## src/rtl/panel_io_if.sv

```systemverilog
// Front-panel pin bundle: raw KEY/SW/HPS inputs and conditioned outputs.
// pwm_duty exists only when LED_PWM_EN is defined.
interface panel_io_if #(
    parameter int LED_W = 10,
    parameter int BTN_W = 4
);
    logic [BTN_W-1:0] button_n_raw;
    logic [LED_W-1:0] dipsw_raw;
    logic [LED_W-1:0] hps_led;
`ifdef LED_PWM_EN
    logic [3:0]       pwm_duty;
`endif
    logic [LED_W-1:0] led_out;
    logic [BTN_W-1:0] button_clean;
    logic [BTN_W-1:0] button_event;
    logic [LED_W-1:0] dipsw_clean;
    logic [1:0]       mode;
    logic             paused;

    modport master (
`ifdef LED_PWM_EN
        output pwm_duty,
`endif
        output button_n_raw, dipsw_raw, hps_led,
        input  led_out, button_clean, button_event,
        input  dipsw_clean, mode, paused
    );

    modport slave (
`ifdef LED_PWM_EN
        input  pwm_duty,
`endif
        input  button_n_raw, dipsw_raw, hps_led,
        output led_out, button_clean, button_event,
        output dipsw_clean, mode, paused
    );
endinterface

```

## src/rtl/panel_io_ctrl.sv

```systemverilog
// Front-panel controller: debounce, press events, LED source select.
// Define LED_PWM_EN to add a 4-bit PWM brightness mask on led_out.
module panel_io_ctrl #(
    parameter int DEBOUNCE_CYCLES = 1000000,
    parameter int TICK_CYCLES     = 12500000,
    parameter int LED_W           = 10,
    parameter int BTN_W           = 4
) (
    input logic       clk_clk,
    input logic       reset_reset_n,
    panel_io_if.slave io
);
    localparam int NW = BTN_W + LED_W;
    localparam int DW = $clog2(DEBOUNCE_CYCLES);
    localparam int TW = (TICK_CYCLES > 1) ? $clog2(TICK_CYCLES) : 1;
    localparam logic [DW-1:0] DEB_LAST  = DW'(DEBOUNCE_CYCLES - 1);
    localparam logic [TW-1:0] TICK_LAST = TW'(TICK_CYCLES - 1);

    typedef enum logic [1:0] {
        M_HPS   = 2'd0,
        M_COUNT = 2'd1,
        M_SCAN  = 2'd2,
        M_SW    = 2'd3
    } mode_t;

    logic [1:0] rst_q;
    logic       rst_n;

    always_ff @(posedge clk_clk or negedge reset_reset_n) begin
        if (!reset_reset_n) rst_q <= '0;
        else                rst_q <= {rst_q[0], 1'b1};
    end
    assign rst_n = rst_q[1];

    // Buttons are inverted up front so every conditioned bit is active-high.
    logic [NW-1:0]    raw_in;
    logic [NW-1:0]    sync1, sync2, clean, clean_nxt;
    logic [DW-1:0]    stab [NW];
    logic [BTN_W-1:0] btn_event;

    assign raw_in = {io.dipsw_raw, ~io.button_n_raw};

    always_comb begin
        clean_nxt = clean;
        for (int i = 0; i < NW; i++) begin
            if (sync2[i] != clean[i] && stab[i] == DEB_LAST)
                clean_nxt[i] = sync2[i];
        end
    end

    always_ff @(posedge clk_clk or negedge rst_n) begin
        if (!rst_n) begin
            sync1     <= '0;
            sync2     <= '0;
            clean     <= '0;
            btn_event <= '0;
            for (int i = 0; i < NW; i++) stab[i] <= '0;
        end else begin
            sync1     <= raw_in;
            sync2     <= sync1;
            clean     <= clean_nxt;
            btn_event <= clean_nxt[BTN_W-1:0] & ~clean[BTN_W-1:0];
            for (int i = 0; i < NW; i++) begin
                if (sync2[i] == clean[i] || stab[i] == DEB_LAST)
                    stab[i] <= '0;
                else
                    stab[i] <= stab[i] + DW'(1);
            end
        end
    end

    mode_t            mode_q, mode_nxt;
    logic             paused_q;
    logic [TW-1:0]    presc;
    logic [LED_W-1:0] count;
    logic [LED_W-1:0] scan;
    logic             dir_up;
    logic             run;
    logic             tick;

    always_comb begin
        mode_nxt = M_HPS;
        unique case (mode_q)
            M_HPS:   mode_nxt = M_COUNT;
            M_COUNT: mode_nxt = M_SCAN;
            M_SCAN:  mode_nxt = M_SW;
            M_SW:    mode_nxt = M_HPS;
        endcase
    end

    assign run  = (mode_q == M_COUNT || mode_q == M_SCAN) && !paused_q;
    assign tick = run && (presc == TICK_LAST);

    always_ff @(posedge clk_clk or negedge rst_n) begin
        if (!rst_n) begin
            mode_q   <= M_HPS;
            paused_q <= 1'b0;
            presc    <= '0;
            count    <= '0;
            scan     <= LED_W'(1);
            dir_up   <= 1'b1;
        end else if (btn_event[0]) begin
            mode_q   <= mode_nxt;
            paused_q <= 1'b0;
            presc    <= '0;
            count    <= '0;
            scan     <= LED_W'(1);
            dir_up   <= 1'b1;
        end else begin
            if (btn_event[1]) paused_q <= !paused_q;
            if (tick) begin
                presc <= '0;
                if (mode_q == M_COUNT) begin
                    count <= count + LED_W'(1);
                end else begin
                    // Bounce at either end without repeating the end bit.
                    unique case (1'b1)
                        dir_up && scan[LED_W-1]: begin
                            scan   <= scan >> 1;
                            dir_up <= 1'b0;
                        end
                        dir_up && !scan[LED_W-1]:
                            scan <= scan << 1;
                        !dir_up && scan[0]: begin
                            scan   <= scan << 1;
                            dir_up <= 1'b1;
                        end
                        !dir_up && !scan[0]:
                            scan <= scan >> 1;
                    endcase
                end
            end else if (run) begin
                presc <= presc + TW'(1);
            end
        end
    end

    logic [LED_W-1:0] src;
    logic [LED_W-1:0] led_q;

    always_comb begin
        src = io.hps_led;
        unique case (mode_q)
            M_HPS:   src = io.hps_led;
            M_COUNT: src = count;
            M_SCAN:  src = scan;
            M_SW:    src = clean[NW-1:BTN_W];
        endcase
    end

`ifdef LED_PWM_EN
    logic [3:0] pwm_cnt;
    logic       pwm_on;

    // Duty 15 is forced fully on rather than 15/16.
    assign pwm_on = (pwm_cnt < io.pwm_duty) || (io.pwm_duty == 4'hF);

    always_ff @(posedge clk_clk or negedge rst_n) begin
        if (!rst_n) begin
            pwm_cnt <= '0;
            led_q   <= '0;
        end else begin
            pwm_cnt <= pwm_cnt + 4'd1;
            led_q   <= src & {LED_W{pwm_on}};
        end
    end
`else
    always_ff @(posedge clk_clk or negedge rst_n) begin
        if (!rst_n) led_q <= '0;
        else        led_q <= src;
    end
`endif

    assign io.led_out      = led_q;
    assign io.button_clean = clean[BTN_W-1:0];
    assign io.button_event = btn_event;
    assign io.dipsw_clean  = clean[NW-1:BTN_W];
    assign io.mode         = mode_q;
    assign io.paused       = paused_q;
endmodule
```

## src/flat_wrapper.sv

```systemverilog
// flat-port wrapper written by rule: the top's interface ports become plain ports
module panel_io_ctrl_flat 
#(
    parameter int DEBOUNCE_CYCLES = 1000000,
    parameter int TICK_CYCLES     = 12500000,
    parameter int LED_W           = 10,
    parameter int BTN_W           = 4
)
  (clk_clk, reset_reset_n, io_button_n_raw, io_dipsw_raw, io_hps_led, io_led_out, io_button_clean, io_button_event, io_dipsw_clean, io_mode, io_paused);
  panel_io_if #(.LED_W(LED_W), .BTN_W(BTN_W)) io_i ();
  input logic clk_clk;
  input logic reset_reset_n;
  input wire logic [$bits(io_i.button_n_raw)-1:0] io_button_n_raw;
  input wire logic [$bits(io_i.dipsw_raw)-1:0] io_dipsw_raw;
  input wire logic [$bits(io_i.hps_led)-1:0] io_hps_led;
  output wire logic [$bits(io_i.led_out)-1:0] io_led_out;
  output wire logic [$bits(io_i.button_clean)-1:0] io_button_clean;
  output wire logic [$bits(io_i.button_event)-1:0] io_button_event;
  output wire logic [$bits(io_i.dipsw_clean)-1:0] io_dipsw_clean;
  output wire logic [$bits(io_i.mode)-1:0] io_mode;
  output wire logic [$bits(io_i.paused)-1:0] io_paused;
  assign io_i.button_n_raw = io_button_n_raw;
  assign io_i.dipsw_raw = io_dipsw_raw;
  assign io_i.hps_led = io_hps_led;
  assign io_led_out = io_i.led_out;
  assign io_button_clean = io_i.button_clean;
  assign io_button_event = io_i.button_event;
  assign io_dipsw_clean = io_i.dipsw_clean;
  assign io_mode = io_i.mode;
  assign io_paused = io_i.paused;
  panel_io_ctrl #(.DEBOUNCE_CYCLES(DEBOUNCE_CYCLES), .TICK_CYCLES(TICK_CYCLES), .LED_W(LED_W), .BTN_W(BTN_W)) u_core (.clk_clk(clk_clk), .reset_reset_n(reset_reset_n), .io(io_i));
endmodule
```

## config.mk

```make
export PLATFORM = sky130hd
export DESIGN_NAME = panel_io_ctrl_flat
export DESIGN_NICKNAME = d
export VERILOG_FILES = /design/src/rtl/panel_io_if.sv /design/src/rtl/panel_io_ctrl.sv /design/src/flat_wrapper.sv
export SDC_FILE = /design/constraint.sdc
export NUM_CORES = 1
export LEC_CHECK = 0
export ABC_AREA = 1
export CAP_MARGIN = 20
export CELL_PAD_IN_SITES_DETAIL_PLACEMENT = 0
export CELL_PAD_IN_SITES_GLOBAL_PLACEMENT = 1
export CORE_MARGIN = 4
export CORE_UTILIZATION = 40
export DETAILED_ROUTE_END_ITERATION = 12
export PLACE_DENSITY = 0.67
export RECOVER_POWER = 25
export SLEW_MARGIN = 20
export SYNTH_ARGS = -nofsm -noshare
export SYNTH_HDL_FRONTEND = slang
export SYNTH_SLANG_ARGS = --single-unit
```

## constraint.sdc

```tcl
create_clock -name clk_clk -period 28 [get_ports clk_clk]
set_clock_uncertainty 0.1 [all_clocks]
set_input_delay 8.4 -clock clk_clk [delete_from_list [all_inputs] [get_ports clk_clk]]
set_output_delay 8.4 -clock clk_clk [all_outputs]
set_load 0.03 [all_outputs]
```

==> impl_results.md <==
* Status: finished, violations left
* Violated checks: max-capacitance violations, max-slew violations
* CP startpoint kind: flop
* Peak Freq at 0.0955 GHz
* Comb power frac at 0.028
* #FFs+latches synth at 386
* Worst setup path startpoint: u_core.io.button_event[0]
* H-tree Lvls at 2
* First-pass GRT wire length at 80000 um
* I/O Pins at 57
* Post-CTS Setup Bufs at 0
* Worst R2R End: u_core.sync2[11]
* DRT Pass-1 Iters at 5
* Syn Std Cell Area at 0.0205 mm^2
* Max incr delay on CP at 770 ps
* Stages on the worst setup path at 1
* Synth area leaders: dfrtp_1, nor2_1, nand2_1
* IO buf count at 56
* Leading area contributor after synthesis: dfrtp_1
* Synth Flop Type: dfrtp_1
* Post-CTS Resized at 0
* RSZ-0062 raised after global routing: no
* Critical Path Fanout Max at 9
* Slowest CP cell: clkdlybuf4s50_1
* Ys async rst share at 1.00
* Crit path cell chain: clkdlybuf4s50_1
* Die ar. at 0.0550 mm^2
* Fin. max-slew vios at 63
* Reg-to-Reg Start: u_core.rst_q[1]
* Post-CTS Hold Fix Bufs at 0
* Number of remaining DRC errors at 0
* Setup TNS at 0 ps
* DRT Wirelength at 46700 um
* CP Capture Type: primary output
* Cells after Synth at 2564
* Root Driver: clkbuf_16
* CTS tree: built
* Routed Antenna Nets at 0
* Filler cells at 5006
* Net Count, Synth at 2610
* Worst Max-Slew Pin Slew at 2500 ps
* Die Span Y at 234 um
* Gr ovfl total at 0
* WL/cell at 13.9 um
* Ratio of cells with drive above 1 in the final layout at 0.0633
* Final setup fails at 0
* R2R depth at 2
* Max-slew headroom at -0.669
* Worst Path Arrival at 1970 ps
* Area Overhead vs Synth at 13.1%
* Psw at 276 uW
* R2r setup slk at 24130 ps
* CP delay by family, top: buffers and inverters
* Initial core utilization at 0.407
* Sink Count at 386
* Vias in the first global route at 16200
* Gr usage total at 0.175
* Initial antenna violation count at 1
* Warnings, synthesis at 0
* Pint at 983 uW
* Power, Total at 1.26 mW
* Worst Setup EP: io_button_event[0]
* Final Cycle Share at 0.374
* Cts bufs inserted at 46
* Worst-skew pair later-pin latency at 570 ps
* LEAKAGE at 9.91 nW
* Worst EP required at 19500 ps
* Share of the synthesized area in the top cell type at 0.469
* IR Drop Worst-Case VDD at 0.0437 mV
* Largest net degree at the start of global routing at 76
* Register area share after synthesis at 0.471
* Number of DRC violations after detailed-routing iteration 0 at 998
* Min-delay worst type: reg2reg
* RePlAce Congestion at 0.857
* Register share of total power at 0.455
* Row count at 82
* Commonest non-fill, non-tap cells in the layout: nor2_1, nand2_1, dfrtp_1
* Post-DP HPWL at 33200 um
* CTS max path bufs at 3
* Vias per Instance at 4.87
* Clk network pwr share at 0.516
* Fin nets at 2694
* Yosys cell types at 44
* Final Hold Fails at 0
* Crit path kind: reg2out
* Final min period at 10470 ps
* Syn Area/Cell at 8.00 um^2
* Commonest non-fill, non-tap cell in the layout: nor2_1
* Via Count at 16400
* Clock-pin slew on the worst setup and hold paths at 60 ps
* Buf/Inv on CP at 1
* Placeable core area at 0.0504 mm^2
* Number of enable flip-flop cells after synthesis at 0
* Power Density at 54.3 mW/mm^2
* Max-cap violations at 1
* Sw frac at 0.219
* Die span in x at 234 um
power by group through the flow:
| stage | sequential (mW) | combinational [mW] | clock (mW) |
|---|---|---|---|
| CTS | 0.574 | 0.0378 | 0.673 |
| detailed placement | 0.584 | 0.0376 | 0 |
| floorplan | 0.590 | 0.0181 | 0 |
| finish | 0.573 | 0.0357 | 0.650 |
| global route | 0.574 | 0.0421 | 0.696 |
| global placement | 0.583 | 0.0373 | 0 |
per-layer routing:
| metal | part of all wire | vias up | GRT usage |
|---|---|---|---|
| li1 | - | 8387 | - |
| met2 | 0.45 | 212 | 0.284 |
| met3 | 0.040 | 59 | 0.0263 |
| met1 | 0.49 | 7696 | 0.244 |
| met4 | 0.021 | 0 | 0.0491 |
| met5 | 0 | - | 0 |
worst min path at each step:
stage,depth (start not counted),start,end
detailed placement,0,u_core.sync1[5],u_core.sync2[5]
floorplan,0,u_core.rst_q[0],u_core.rst_q[1]
finish,0,u_core.sync1[5],u_core.sync2[5]
global route,0,u_core.sync1[6],u_core.sync2[6]
global placement,0,u_core.sync1[12],u_core.sync2[12]
CTS,0,u_core.sync1[6],u_core.sync2[6]
cells in the mapped netlist (8+ instances only):
cell type	count
a21oi_1	53
a31oi_1	10
buf_6	10
dfrtp_1	384
ha_1	20
inv_1	310
inv_2	8
nand2_1	482
nand2_2	14
nand2_4	8
nand3_1	166
nand3_2	23
nand3b_1	15
nand4_1	88
nor2_1	501
nor2_2	20
nor2_4	10
nor3_1	101
nor3_2	19
nor3b_1	20
o21ai_0	74
o21ai_1	14
xnor2_1	33
xor2_1	125
cells by family (layout without fill, tap and decap cells):
family	after synthesis	in the layout	share of synthesized area
compound gates	159	159	0.0404
other cells	1	2	0.000183
flops	386	386	0.471
fa+ha+maj	20	20	0.0122
buf+inv	344	465	0.0686
simple gates	1496	1496	0.340
xor+xnor	158	158	0.0675
state kept, by name (all words and copies together) (netlist names):
signal / flops
u_core.rst_q: 2
u_core.dir_up: 1
u_core.io.button_event: 4
u_core.io.mode: 2
u_core.sync1: 14
u_core.scan: 10
u_core.stab: 280
u_core.io.paused: 1
u_core.count: 10
u_core.presc: 24
u_core.sync2: 14
u_core.io.led_out: 10
u_core.clean: 14
metrics by stage:
| step | utilization | cell area, um^2 | worst slack [ps] | hold slack (ps) | cells |
|---|---|---|---|---|---|
| after global routing | 0.460 | 23200 | 17420 | 247 | 3357 |
| after global placement | 0.432 | 21700 | 18100 | 232 | 3272 |
| final | 0.460 | 23200 | 17530 | 242 | 3358 |
| after detailed placement | 0.432 | 21700 | 18090 | 235 | 3272 |
| after CTS | 0.465 | 23400 | 17450 | 246 | 3357 |
| after floorplan | - | 20500 | 16350 | 231 | 2564 |
area by class of cell:
cell class                      count  area, um^2  area share
Timing Repair Buffer               62         609      0.0263
Sequential cell                   386        9660       0.417
Multi-Input combinational cell   1834        9220       0.398
Antenna cell                        1        2.50    0.000108
Clock inverter                     20         282      0.0121
Clock buffer                       65        1380      0.0594
Tap cell                          672         841      0.0363
Inverter                          318        1190      0.0515
Power figures use the tool's default switching activity.
